## config.mk

```make
export PLATFORM = sky130hd
export DESIGN_NAME = shuffle_ctrl
export DESIGN_NICKNAME = d
export VERILOG_FILES = /design/src/rtl/shuffle_pkg.sv /design/src/rtl/shuffle_lfsr.sv /design/src/rtl/shuffle_ctrl.sv
export SDC_FILE = /design/constraint.sdc
export NUM_CORES = 2
export LEC_CHECK = 0
export CAP_MARGIN = 20
export CORE_ASPECT_RATIO = 1.5
export CORE_MARGIN = 5
export CORE_UTILIZATION = 40
export CTS_CLUSTER_SIZE = 12
export DETAILED_ROUTE_END_ITERATION = 10
export MAX_ROUTING_LAYER = met4
export SLEW_MARGIN = 30
export SYNTH_ARGS = -nofsm -noshare
export SYNTH_HDL_FRONTEND = slang
export SYNTH_HIERARCHICAL = 1
export SYNTH_SLANG_ARGS = --single-unit
export TNS_END_PERCENT = 30
```

## constraint.sdc

```tcl
create_clock -name clk -period 31 [get_ports clk]
set_input_delay 9.3 -clock clk [delete_from_list [all_inputs] [get_ports clk]]
set_output_delay 9.3 -clock clk [all_outputs]
set_load 0.01 [all_outputs]
```

## src/rtl/shuffle_pkg.sv

```systemverilog
// Shared definitions for the shuffle-register controller: command
// encodings, controller states and LFSR constants.
package shuffle_pkg;

  // MOVPERMUTE funct3 encodings (3'b111 is unassigned and ignored)
  localparam logic [2:0] MOVTOSH    = 3'b000;
  localparam logic [2:0] IMMTOSH    = 3'b001;
  localparam logic [2:0] PERMUTE    = 3'b010;
  localparam logic [2:0] MOVTORD    = 3'b011;
  localparam logic [2:0] INITIND    = 3'b100;
  localparam logic [2:0] INCIND     = 3'b101;
  localparam logic [2:0] MOVTORDIND = 3'b110;

  typedef enum logic [1:0] {
    IDLE = 2'd0,
    PICK = 2'd1,
    DONE = 2'd2
  } state_t;

  localparam logic [31:0] LFSR_POLY = 32'h8020_0003;
  localparam logic [31:0] LFSR_SEED = 32'h0000_0001;

  // One step of the right-shifting Galois LFSR
  function automatic logic [31:0] lfsr_step(input logic [31:0] v);
    return (v >> 1) ^ (v[0] ? LFSR_POLY : 32'h0);
  endfunction

endpackage

```

## src/rtl/shuffle_lfsr.sv

```systemverilog
// 32-bit Galois LFSR with synchronous seed load and step enable.
// Load takes priority over step. Reused by the random-dispatch logic.
module shuffle_lfsr
  import shuffle_pkg::*;
(
  input  logic        clk,
  input  logic        rst,
  input  logic        load,
  input  logic [31:0] seed,
  input  logic        step,
  output logic [31:0] value
);

  logic [31:0] r_lfsr;

  // Seed load or advance one step; reset returns to the fixed seed
  always_ff @(posedge clk or posedge rst) begin
    if (rst) begin
      r_lfsr <= LFSR_SEED;
    end else if (load) begin
      r_lfsr <= seed;
    end else if (step) begin
      r_lfsr <= lfsr_step(r_lfsr);
    end
  end

  assign value = r_lfsr;

endmodule

```

## src/rtl/shuffle_ctrl.sv

```systemverilog
// Shuffle-register controller for the MOVPERMUTE group: data bank,
// permutation table, read index and a multi-cycle Fisher-Yates PERMUTE
// that holds the pipeline while it runs.
module shuffle_ctrl
  import shuffle_pkg::*;
#(
  parameter int DEPTH  = 16,
  parameter int IDX_W  = 4,
  parameter int DATA_W = 32
) (
  input  logic              clk,
  input  logic              rst,
  input  logic              cmd_valid_i,
  input  logic [2:0]        cmd_op_i,
  input  logic [DATA_W-1:0] cmd_data_i,
  input  logic [31:0]       cmd_seed_i,
  output logic              hold_flag_o,
  output logic              busy_o,
  output logic [DATA_W-1:0] rd_data_o,
  output logic [IDX_W-1:0]  ind_o,
  output logic              ind_wrap_o,
  output logic              err_o
);

  state_t            r_state;
  state_t            w_state_next;
  logic [DATA_W-1:0] r_data [DEPTH];
  logic [IDX_W-1:0]  r_perm [DEPTH];
  logic [IDX_W-1:0]  r_wr_ptr;
  logic [IDX_W-1:0]  r_ind;
  logic [IDX_W-1:0]  r_i;
  logic              r_wrap;
  logic              r_err;

  logic              w_accept;
  logic              w_perm_start;
  logic              w_take;
  logic [IDX_W-1:0]  w_mask;
  logic [IDX_W-1:0]  w_j;
  logic [31:0]       w_lfsr;
  logic              w_unused_lfsr;

  // Commands are only taken while idle; anything else is dropped
  assign w_accept     = cmd_valid_i && (r_state == IDLE);
  assign w_perm_start = w_accept && (cmd_op_i == PERMUTE);

  // mask(i): every bit at or below the MSB of i is set
  for (genvar gi = 0; gi < IDX_W; gi++) begin : g_mask
    assign w_mask[gi] = |r_i[IDX_W-1:gi];
  end

  // Candidate swap partner; values above i are rejected and retried
  assign w_j    = w_lfsr[IDX_W-1:0] & w_mask;
  assign w_take = (r_state == PICK) && (w_j <= r_i);

  assign w_unused_lfsr = ^w_lfsr[31:IDX_W];

  shuffle_lfsr u_lfsr (
    .clk   (clk),
    .rst   (rst),
    .load  (w_perm_start && (cmd_seed_i != 32'h0)),
    .seed  (cmd_seed_i),
    .step  (r_state == PICK),
    .value (w_lfsr)
  );

  // State register
  always_ff @(posedge clk or posedge rst) begin
    if (rst) r_state <= IDLE;
    else     r_state <= w_state_next;
  end

  // Next-state: PICK runs until the swap at i=1, then one DONE cycle
  always_comb begin
    w_state_next = r_state;
    case (r_state)
      IDLE:    if (w_perm_start) w_state_next = PICK;
      PICK:    if (w_take && (r_i == IDX_W'(1))) w_state_next = DONE;
      DONE:    w_state_next = IDLE;
      default: w_state_next = IDLE;
    endcase
  end

  // Data bank: circular write through wr_ptr
  always_ff @(posedge clk or posedge rst) begin
    if (rst) begin
      for (int k = 0; k < DEPTH; k++) r_data[k] <= '0;
    end else if (w_accept && ((cmd_op_i == MOVTOSH) || (cmd_op_i == IMMTOSH))) begin
      r_data[r_wr_ptr] <= cmd_data_i;
    end
  end

  // Permutation table: identity on reset/start, swap on each taken pick
  always_ff @(posedge clk or posedge rst) begin
    if (rst) begin
      for (int k = 0; k < DEPTH; k++) r_perm[k] <= IDX_W'(k);
    end else if (w_perm_start) begin
      for (int k = 0; k < DEPTH; k++) r_perm[k] <= IDX_W'(k);
    end else if (w_take) begin
      r_perm[r_i] <= r_perm[w_j];
      r_perm[w_j] <= r_perm[r_i];
    end
  end

  // Write pointer, read index, wrap pulse and shuffle position
  always_ff @(posedge clk or posedge rst) begin
    if (rst) begin
      r_wr_ptr <= '0;
      r_ind    <= '0;
      r_i      <= '0;
      r_wrap   <= 1'b0;
    end else begin
      r_wrap <= 1'b0;
      if (w_accept) begin
        case (cmd_op_i)
          MOVTOSH, IMMTOSH: r_wr_ptr <= r_wr_ptr + 1'b1;
          INITIND: begin
            r_ind    <= '0;
            r_wr_ptr <= '0;
          end
          INCIND: begin
            r_ind  <= r_ind + 1'b1;
            r_wrap <= (r_ind == IDX_W'(DEPTH - 1));
          end
          PERMUTE: r_i <= IDX_W'(DEPTH - 1);
          default: ;
        endcase
      end else if (w_take) begin
        r_i <= r_i - 1'b1;
      end
    end
  end

  // Sticky drop flag: any command offered while busy
  always_ff @(posedge clk or posedge rst) begin
    if (rst)                                  r_err <= 1'b0;
    else if (cmd_valid_i && (r_state != IDLE)) r_err <= 1'b1;
  end

  // Same-cycle read port for MOVTORD / MOVTORDIND
  always_comb begin
    rd_data_o = '0;
    if (w_accept && (cmd_op_i == MOVTORD)) begin
      rd_data_o = r_data[cmd_data_i[IDX_W-1:0]];
    end else if (w_accept && (cmd_op_i == MOVTORDIND)) begin
      rd_data_o = r_data[r_perm[r_ind]];
    end
  end

  assign hold_flag_o = (r_state != IDLE) || w_perm_start;
  assign busy_o      = (r_state != IDLE);
  assign ind_o       = r_ind;
  assign ind_wrap_o  = r_wrap;
  assign err_o       = r_err;

endmodule

```

==> impl_summary.txt <==
----------------------------------------------------
[STA]
  Max Clk Rate ... 0.0444 GHz
  Finish-stage setup viols ... 0
  Accumulated negative setup slack ... 0 ns
  Worst-Margin Slew ... 1.03 ns
  Post-route fraction of the period consumed by the critical path ... 72.7%
  Tightest slew margin relative to the limit ... 31.2%
  Final Critical Period ... 22.54 ns
  Max Slew Vio Count ... 0
  Unrepaired setup endpoints after global routing ... false
  Hold Fails Final Rpt ... 0
  Setup ws final ... 8.46 ns
  Worst clock skew on the final layout ... 0.0307 ns

[Floorplanning]
  Die outline height ... 375 um
  Effective utilization at floorplan ... 40.1%
  I/O pin count ... 110
  Core footprint ... 88500 um2
  Area enclosed by the die boundary ... 95000 um2
  Num rows ... 134
  Horizontal die dimension ... 253 um

[Critical path]
  Maximum fanout encountered on the critical timing path ... 55
  Req. time, crit path ... 21.70 ns
  Crit. End Element ... output pin
  Classification of the worst setup path ... input port to output pin
  Register-to-register path setup slack ... 26.06 ns
  Element type at the critical path start ... input port
  Critical Path Start ... cmd_data_i[2]
  Destination of the worst register-to-register timing path ... r_perm[51]$_DFFE_PP0P_
  Cell count of the worst reg-to-reg path ... 16
  Capturing instance or port of the critical path ... rd_data_o[31]
  Arrival time at the worst endpoint ... 13.24 ns
  Reg2reg start ... r_i[1]$_DFFE_PP0P_

[Clock tree]
  Post-CTS setup repair buffer count ... 0
  Clock transition time at the flip-flop clock pins of the worst setup and hold paths ... 0.06 ns
  CTS Hold Bufs ... 0
  Clock root buffer ... sky130_fd_sc_hd__clkbuf_16
  Number of buffers between clock root and the deepest sink ... 3
  Clock buffers created by TritonCTS ... 70
  Maximum level of the CTS H-tree ... 3
  Clock Latency Late Sink ... 0.63 ns
  Clock sink total ... 624
  TritonCTS clock tree ... yes
  Number of resized instances in the post-cts repair step ... 0

[Power and ir drop]
  Leakage power ... 0.0179 uW
  Combinational share of power ... 42.1%
  Internal ... 1930 uW
  Net switching component of the power ... 1350 uW
  Sequential power share ... 32.4%
  Switching Share ... 41.2%
  Power density over the cells ... 82.3 nW/um2
  Part of the power in the clock network ... 25.5%
  Worst IR Drop VDD ... 0.0000807 V

[Drt]
  Wire per inst ... 27.5 um
  Via Count ... 25700
  Count of nets left with antenna violations after detail routing ... 0
  Number of iterations in the first detailed-routing pass ... 6
  Vias per inst ... 6.26
  Routed WL ... 113000 um
  Number of design rule violations left after detail routing ... 0
  DRC marker count from the first detailed-route iteration ... 2269

[Synthesis]
  Async set or reset register ratio after synthesis ... 100%
  Total of warnings raised by yosys ... 6
  Average size of a mapped cell ... 12.2 um2
  Number of nets in the synthesized netlist ... 2983
  Count of flip-flops with a built-in enable after synthesis ... 0
  Cell area after synthesis ... 35500 um2
  Number of distinct standard cells referenced by the synthesized netlist ... 76
  Most frequent cells after synthesis ... 591 x sky130_fd_sc_hd__dfrtp_1, 553 x sky130_fd_sc_hd__mux2_2, 284 x sky130_fd_sc_hd__nand2_1
  Count of state elements after synthesis ... 624
  Most frequent cell after synthesis ... sky130_fd_sc_hd__dfrtp_1
  Portion of synthesized cell area occupied by the leading cell type ... 41.6%
  Area contributors post-synth ... sky130_fd_sc_hd__dfrtp_1 42%, sky130_fd_sc_hd__mux2_2 18%, sky130_fd_sc_hd__mux4_2 12%
  Most instantiated flip-flop cell in the synthesis netlist ... sky130_fd_sc_hd__dfrtp_1
  Syn Inst Count ... 2901
  Seq/Total Area, Yosys ... 44.1%
  Cell taking the most area after synthesis ... sky130_fd_sc_hd__dfrtp_1

[Finish]
  Total Nets Final ... 2982
  Core Util, Final ... 45.1%
  Area added between synthesis and finish ... 12.4%
  Share of layout cells above drive strength 1 ... 34.2%
  Fill count ... 8086

[GRT]
  Pin count of the biggest net entering global routing ... 175
  First-pass GRT wire length ... 172000 um
  Vias in the first global route ... 27500
  Number of antenna violations at the first check in global routing ... 6
  Remaining global-route overflow ... 0
  Overall routing resource usage ... 24.1%

[Place]
  IO buf count ... 109
  Placer Congestion ... 0.928
  Pre-CTS setup slack ... 8.45 ns
  Placed wire-length estimate ... 68800 um

[Worst hold path]
  Hold Crit Class ... flop to flop

[Run status]
  Status ... finished, final reports clean

[Flow run]
  Count of maximum capacitance violations ... 0

----------------------------------------------------
[routing by layer]
layer / routed length, um / GRT usage (%) / vias up
met1: 41600 / 27.2 / 13300
met3: 6310 / 3.67 / 363
met2: 59200 / 41.9 / 1087
met5: 0 / - / -
met4: 5890 / 11.1 / 0
li1: - / - / 11000
[cell families after synthesis]
logic type               share of synthesized area, %
multiplexers                                     36.4
AO/OA/AOI/OAI                                    7.30
buffers and inverters                            3.59
XOR/XNOR                                       0.0986
AND/OR/NAND/NOR                                  8.17
adder cells (fa/ha/maj)                         0.423
flip-flops                                       44.1
[worst min-delay path by stage]
stage | from | end | slack [ns] | cells after the start
5_1_grt | err_o$_DFFE_PP0P_ | err_o$_DFFE_PP0P_ | 0.50 | 1
3_3_place_gp | err_o$_DFFE_PP0P_ | err_o$_DFFE_PP0P_ | 0.45 | 1
3_5_place_dp | err_o$_DFFE_PP0P_ | err_o$_DFFE_PP0P_ | 0.46 | 1
6_report | err_o$_DFFE_PP0P_ | err_o$_DFFE_PP0P_ | 0.48 | 1
2_1_floorplan | r_perm[27]$_DFFE_PP1P_ | r_perm[27]$_DFFE_PP1P_ | 0.49 | 2
4_1_cts | err_o$_DFFE_PP0P_ | err_o$_DFFE_PP0P_ | 0.48 | 1
[cell usage in the layout, fill, tap and decap left out, types with 8 or more instances in the layout]
master,Yosys,final
sky130_fd_sc_hd__a21oi_1,50,49
sky130_fd_sc_hd__a221o_1,10,10
sky130_fd_sc_hd__a221oi_1,23,23
sky130_fd_sc_hd__a31oi_1,44,44
sky130_fd_sc_hd__a32o_1,8,8
sky130_fd_sc_hd__a32oi_1,36,36
sky130_fd_sc_hd__and3_1,24,23
sky130_fd_sc_hd__buf_4,10,61
sky130_fd_sc_hd__clkbuf_1,125,16
sky130_fd_sc_hd__clkbuf_16,0,72
sky130_fd_sc_hd__clkbuf_8,0,20
sky130_fd_sc_hd__clkdlybuf4s50_1,0,105
sky130_fd_sc_hd__dfrtp_1,591,591
sky130_fd_sc_hd__dfstp_2,33,33
sky130_fd_sc_hd__ha_1,12,12
sky130_fd_sc_hd__inv_1,15,14
sky130_fd_sc_hd__mux2_2,553,552
sky130_fd_sc_hd__mux2i_1,234,232
sky130_fd_sc_hd__mux4_2,192,192
sky130_fd_sc_hd__nand2_1,284,283
sky130_fd_sc_hd__nand2b_1,10,10
sky130_fd_sc_hd__nand3_1,122,110
sky130_fd_sc_hd__nand3_2,1,13
sky130_fd_sc_hd__nand3b_1,17,17
sky130_fd_sc_hd__nand4_1,10,10
sky130_fd_sc_hd__nor2_1,101,94
sky130_fd_sc_hd__nor2_4,3,9
sky130_fd_sc_hd__nor2b_1,9,8
sky130_fd_sc_hd__nor3_1,19,18
sky130_fd_sc_hd__nor4_1,10,10
sky130_fd_sc_hd__o211ai_1,21,21
sky130_fd_sc_hd__o21ai_0,70,68
sky130_fd_sc_hd__o21ai_1,49,51
sky130_fd_sc_hd__o31ai_1,8,8
[through the flow]
stage | cell area (um2) | hold WS (ns) | power [uW] | instances
3_3_place_gp | 37600 | 0.454 | 2410 | 3981
2_1_floorplan | 35500 | 0.490 | 1980 | 2901
5_1_grt | 39900 | 0.503 | 3420 | 4112
6_report | 39900 | 0.475 | 3290 | 4112
3_5_place_dp | 37600 | 0.464 | 2440 | 3982
4_1_cts | 39900 | 0.478 | 3280 | 4104
[power by group through the flow]
| stage | Sequential [uW] | Clock (uW) | Combinational (uW) |
|---|---|---|---|
| final | 1060 | 839 | 1380 |
| after global routing | 1080 | 887 | 1460 |
| after CTS | 1060 | 858 | 1360 |
| after detailed placement | 1070 | 0 | 1360 |
| after global placement | 1070 | 0 | 1340 |
| after floorplan | 1020 | 0 | 958 |
[registers in the layout (all words and copies together) (netlist names)]
register	count
err_o	1
ind_o	4
ind_wrap_o	1
r_data	512
r_i	4
r_perm	64
r_state	2
r_wr_ptr	4
u_lfsr/value	32
[worst max-delay path: stages]
cell and delay (ns):
sky130_fd_sc_hd__buf_6 0.45, sky130_fd_sc_hd__buf_4 0.65, sky130_fd_sc_hd__buf_4 0.76, sky130_fd_sc_hd__mux4_2 0.42, sky130_fd_sc_hd__mux4_2 0.46, sky130_fd_sc_hd__and3_1 0.20, sky130_fd_sc_hd__a221oi_2 0.19, sky130_fd_sc_hd__o21ai_1 0.22
sky130_fd_sc_hd__clkdlybuf4s50_1 0.54
[layout make-up]
type / instances / area [um2] / share of cell area, %
inverter: 17 / 71.3 / 0.179
sequential: 624 / 15700 / 39.2
clock buffer: 107 / 2120 / 5.32
tap: 1156 / 1450 / 3.62
multi-input combinational: 2008 / 18800 / 47.0
timing repair buffer: 179 / 1710 / 4.29
clock inverter: 15 / 161 / 0.404
antenna: 6 / 15.0 / 0.0376
(Power assumes the default switching activity.)
